## config.mk

```make
export PLATFORM = sky130hd
export DESIGN_NAME = givens_matrix_loader
export DESIGN_NICKNAME = d
export VERILOG_FILES = /design/src/rtl/givens_matrix_loader.sv
export SDC_FILE = /design/constraint.sdc
export NUM_CORES = 1
export LEC_CHECK = 0
export ABC_CLOCK_PERIOD_IN_PS = 6100
export CELL_PAD_IN_SITES_DETAIL_PLACEMENT = 1
export CELL_PAD_IN_SITES_GLOBAL_PLACEMENT = 1
export CORE_MARGIN = 4
export CORE_UTILIZATION = 25
export CTS_CLUSTER_SIZE = 16
export DETAILED_ROUTE_END_ITERATION = 10
export GPL_TIMING_DRIVEN = 0
export PLACE_DENSITY_LB_ADDON = 0.1
export SLEW_MARGIN = 10
export SYNTH_ARGS = -nofsm -noshare
export SYNTH_HDL_FRONTEND = slang
export SYNTH_SLANG_ARGS = --single-unit
export TNS_END_PERCENT = 20
```

## constraint.sdc

```tcl
create_clock -name clk -period 6.1 [get_ports clk]
set_input_delay 0.915 -clock clk [delete_from_list [all_inputs] [get_ports clk]]
set_output_delay 0.915 -clock clk [all_outputs]
set_load 0.02 [all_outputs]
```

## src/rtl/givens_matrix_loader.sv

```systemverilog
// givens_matrix_loader
// Takes one (cos, sin) pair per rotation and writes the 2x2 Givens matrix
// G = [[c, -s], [s, c]] into a 4-word single-port BRAM in row-major order.
// When the write is complete it pulses done for one cycle.
//
// Optional feature macro: GIVENS_READBACK_VERIFY_EN
//   When defined, the four words are read back after the write and compared
//   against what was written. Any difference sets verify_err, which stays set
//   until the next accepted pair clears it.
//
// Ports
//   clk, rst_n                  clock, asynchronous active-low reset
//   in_valid / in_ready         pair handshake; in_ready is high only in IDLE
//   cos_in, sin_in              signed two's complement inputs
//   ena/wea/addra/dina_givens   BRAM write/read port
//   douta_givens                BRAM read data (used in verify builds only)
//   busy                        high in every state except IDLE
//   done                        one-cycle pulse when the matrix is complete
//   verify_err                  sticky readback mismatch (verify builds only)
module givens_matrix_loader #(
    parameter int DATA_W     = 32,
    parameter int ADDR_W     = 2,
    parameter int RD_LATENCY = 2
) (
    input  logic              clk,
    input  logic              rst_n,
    input  logic              in_valid,
    output logic              in_ready,
    input  logic [DATA_W-1:0] cos_in,
    input  logic [DATA_W-1:0] sin_in,
    output logic              ena_givens,
    output logic              wea_givens,
    output logic [ADDR_W-1:0] addra_givens,
    output logic [DATA_W-1:0] dina_givens,
    input  logic [DATA_W-1:0] douta_givens,
    output logic              busy,
    output logic              done
`ifdef GIVENS_READBACK_VERIFY_EN
    ,
    output logic              verify_err
`endif
);

    typedef enum logic [2:0] {
        S_IDLE  = 3'd0,
        S_WRITE = 3'd1,
        S_RDBK  = 3'd2,
        S_CHECK = 3'd3,
        S_DONE  = 3'd4
    } state_t;

    localparam logic [DATA_W-1:0] S_MIN = {1'b1, {(DATA_W-1){1'b0}}};

    state_t            state, state_nxt;
    logic [ADDR_W-1:0] cnt;
    logic [DATA_W-1:0] c_q, s_q, neg_s;
    logic              accept;
    logic              cnt_last;

    assign accept   = (state == S_IDLE) && in_valid;
    // The 2-bit counter wrapping from 3 to 0 is the only end-of-sweep marker.
    assign cnt_last = &cnt;

    // -s with the one unrepresentable case clamped to the most positive value.
    assign neg_s = (s_q == S_MIN) ? ~S_MIN : -s_q;

    function automatic logic [DATA_W-1:0] word_at(
        input logic [ADDR_W-1:0] a,
        input logic [DATA_W-1:0] c,
        input logic [DATA_W-1:0] s,
        input logic [DATA_W-1:0] ns
    );
        if (a == ADDR_W'(1))      return ns;
        else if (a == ADDR_W'(2)) return s;
        else                      return c;
    endfunction

`ifdef GIVENS_READBACK_VERIFY_EN
    // Tracks each issued read until its data appears on douta_givens.
    logic [RD_LATENCY-1:0]             rd_vld;
    logic [RD_LATENCY-1:0][ADDR_W-1:0] rd_addr;
    logic                              chk_now, chk_last, chk_bad;

    assign chk_now  = rd_vld[RD_LATENCY-1];
    assign chk_last = chk_now && (&rd_addr[RD_LATENCY-1]);
    assign chk_bad  = chk_now &&
                      (douta_givens != word_at(rd_addr[RD_LATENCY-1], c_q, s_q, neg_s));

    always_ff @(posedge clk or negedge rst_n) begin
        if (!rst_n) begin
            rd_vld     <= '0;
            rd_addr    <= '0;
            verify_err <= 1'b0;
        end else begin
            rd_vld[0]  <= (state == S_RDBK);
            rd_addr[0] <= cnt;
            for (int i = 1; i < RD_LATENCY; i++) begin
                rd_vld[i]  <= rd_vld[i-1];
                rd_addr[i] <= rd_addr[i-1];
            end
            if (accept)       verify_err <= 1'b0;
            else if (chk_bad) verify_err <= 1'b1;
        end
    end
`else
    logic unused_inputs;
    assign unused_inputs = (^douta_givens) ^ (RD_LATENCY != 0);
`endif

    // State register
    always_ff @(posedge clk or negedge rst_n) begin
        if (!rst_n) state <= S_IDLE;
        else        state <= state_nxt;
    end

    // Next-state logic
    always_comb begin
        state_nxt = state;
        case (state)
            S_IDLE:  if (in_valid) state_nxt = S_WRITE;
`ifdef GIVENS_READBACK_VERIFY_EN
            S_WRITE: if (cnt_last) state_nxt = S_RDBK;
            S_RDBK:  if (cnt_last) state_nxt = S_CHECK;
            S_CHECK: if (chk_last) state_nxt = S_DONE;
`else
            S_WRITE: if (cnt_last) state_nxt = S_DONE;
`endif
            S_DONE:  state_nxt = S_IDLE;
            default: state_nxt = S_IDLE;
        endcase
    end

    // Pair capture and address counter
    always_ff @(posedge clk or negedge rst_n) begin
        if (!rst_n) begin
            c_q <= '0;
            s_q <= '0;
            cnt <= '0;
        end else begin
            if (accept) begin
                c_q <= cos_in;
                s_q <= sin_in;
            end
            if (state == S_WRITE || state == S_RDBK) cnt <= cnt + ADDR_W'(1);
            else                                     cnt <= '0;
        end
    end

    // Outputs. The last word written is always c_q (addr3), so holding c_q
    // outside WRITE keeps dina at its last written value.
    always_comb begin
        in_ready     = (state == S_IDLE);
        busy         = (state != S_IDLE);
        done         = (state == S_DONE);
        ena_givens   = (state == S_WRITE) || (state == S_RDBK);
        wea_givens   = (state == S_WRITE);
        addra_givens = cnt;
        dina_givens  = c_q;
        if (state == S_WRITE) dina_givens = word_at(cnt, c_q, s_q, neg_s);
    end

endmodule
```

==> results.cfg <==
[run_status]
status = finished clean

[clocking]
clockBufferDepth = 2
insertion_delay_ns = 0.34
ctsResizeCount = 0
cts.clk_slew.worst_paths_ns = 0.05
hold_buffers = 0
postCtsSetupBuffers = 0
cts_tree = done
h-tree-depth = 3
cts_root_buffer = clkbuf_16
numCtsBuffers = 9
clock-sinks = 68

[timing]
min_period_ns = 4.63
setup_tns_ns = 0
fin_crit_sh_pct = 75.9
final_hold_viol_count = 0
rsz0062_at_grt = no
worst_slew_pin_slew_ns = 0.771
final-setup-viol-count = 0
max_freq_mhz = 216
finClkSkew_ns = 0.00455
drv_slew = 0
slew_headroom_pct = 48.6

[global_route]
grt_pass1_vias = 3962
antenna_found_initial = 0
gr-total-overflow = 0
grt_pass1_wl_um = 23400
grt_max_degree = 36
grt_usage_pct = 17.0

[synthesis]
synth_top_cell_area_share_pct = 41.3
synth_seq_cells = 68
ys_types = 54
synthArstFlopShare_pct = 100
synth_area_leaders = dfrtp_1, mux2_2, o22ai_1, nor3_1, nor2_1
syn_area_per_cell_um2 = 10.0
yosysWarningCount = 0
netlist_area_um2 = 4120
syn_nets = 514
synth-main-ff-cell = dfrtp_1
synth_commonest_cells = dfrtp_1, mux2_2, nor2_1, nand2_1, nor3_1
synth_top_area_cell = dfrtp_1
yosysMostFrequentCell = dfrtp_1
yosysSeqAreaShare_pct = 41.3
syn_inst = 411
synth_edf_count = 0

[route]
met3WireLength_um = 516
num_vias = 3690
dr.pass1.iters = 4
routed.top_layer = met4
ant_nets = 0
wl_per_cell_um = 20.0
first_iter_violations = 140
wirelength_um = 15000
via_per_inst = 4.93
dr_wl_met2_um = 7300
drc = 0
wirelength_met1_um = 6940

[floorplan]
die_w_um = 136
die_area_um2 = 18600
die_h_um = 136
num_io_pins = 138
rows = 46
core_um2 = 16000
start_util_pct = 25.8

[power_and_ir_drop]
leakage_nw = 2.16
vdd_drop_max_mv = 0.195
p_per_area_nw_per_um2 = 614

[setup_path]
reg2reg_setup_slack_ns = 3.93
worstPathArrival_ns = 3.72
end_kind = output pin
worstSetupStartpointType = flip-flop
cp.required_ns = 5.18
cp_max_fo = 10
crit_type = flip-flop to output pin

[final_layout]
drive_above_1_share_pct = 19.5
diodes = 0
final_util_pct = 35.9
area_growth_pct = 39.5
finalNetCount = 631

[job]
cap_violations = 0

[placed_design]
portBuffers = 105
post-dp-hpwl_um = 11400
gp_congestion = 0.783

[min_path]
hp-class = flip-flop to flip-flop
[layer usage]
layer	vias up	global-route usage (%)
met5	-	0
met4	0	5.88
met3	12	2.55
met2	86	28.0
met1	1833	22.8
li1	1759	-
[layout by cell type, fill, tap and decap left out, types with 9 or more instances in the layout]
cell type / Yosys / layout
clkdlybuf4s50_1: 0 / 104
a21oi_1: 14 / 14
nand2_1: 27 / 27
mux2_2: 62 / 62
o21ai_0: 17 / 17
clkbuf_1: 21 / 22
nand4_1: 9 / 9
o22ai_1: 21 / 21
clkbuf_16: 0 / 9
dfrtp_1: 68 / 68
nor3_1: 24 / 24
nor2_1: 31 / 31
inv_1: 11 / 11
xnor2_1: 9 / 9
[cell type report]
type	instances	area [um^2]
sequential	68	1700
inverter	11	41.3
multi-input combinational	303	2250
fill	1849	10200
clock buffer	14	284
timing repair buffer	106	1070
buffer	29	134
clock inverter	1	5.00
tap	216	270
[flip-flops by register name, summed over array words and instances, names as in the netlist]
signal / count
addra_givens: 2
c_q: 32
s_q: 32
state: 2
[path summary, 6_finish.rpt]
check                           depth (start not counted)              end       startpoint
worst max-delay path                                    9  dina_givens[29]  addra_givens[1]
worst min-delay path                                    1           c_q[2]           c_q[2]
worst max register to register                          5          c_q[13]         state[0]
worst min register to register                          1           c_q[2]           c_q[2]
max in group asynchronous                               2           c_q[4]            rst_n
min in group asynchronous                               1          c_q[25]            rst_n
[critical path, cell delays in order (launching register included)]
cell and delay, ns:
dfrtp_1 0.42, inv_1 0.07, ha_1 0.24, clkbuf_1 0.37, nor2_1 0.07, nor2_1 0.51
clkbuf_1 0.58, o22ai_1 0.15, nor3_1 0.30, clkdlybuf4s50_1 0.67
[power breakdown]
group	leakage (nW)	internal [mW]	switching, mW
logic	1.21	0.970	1.11
registers	0.806	0.681	0.258
clock network	0.145	0.317	0.194
total	2.16	1.97	1.56
[cells by family after synthesis]
group	synth area share, %
adder cells (fa/ha/maj)	1.21
AO/OA/AOI/OAI	14.0
multiplexers	17.7
AND/OR/NAND/NOR	19.0
flip-flops	41.3
buffers and inverters	4.25
XOR/XNOR	2.55
[metrics by stage]
step	cells	hold slack (ns)	power [mW]	instance area, um^2	setup slack, ns
finish	748	0.514	3.53	5750	1.47
global route	748	0.532	3.80	5750	1.19
CTS	748	0.515	3.59	5750	1.42
detailed placement	733	0.503	3.06	5460	1.82
global placement	732	0.496	3.03	5440	1.65
floorplan	411	0.481	2.14	4120	2.82
Power figures use the tool's default switching activity.
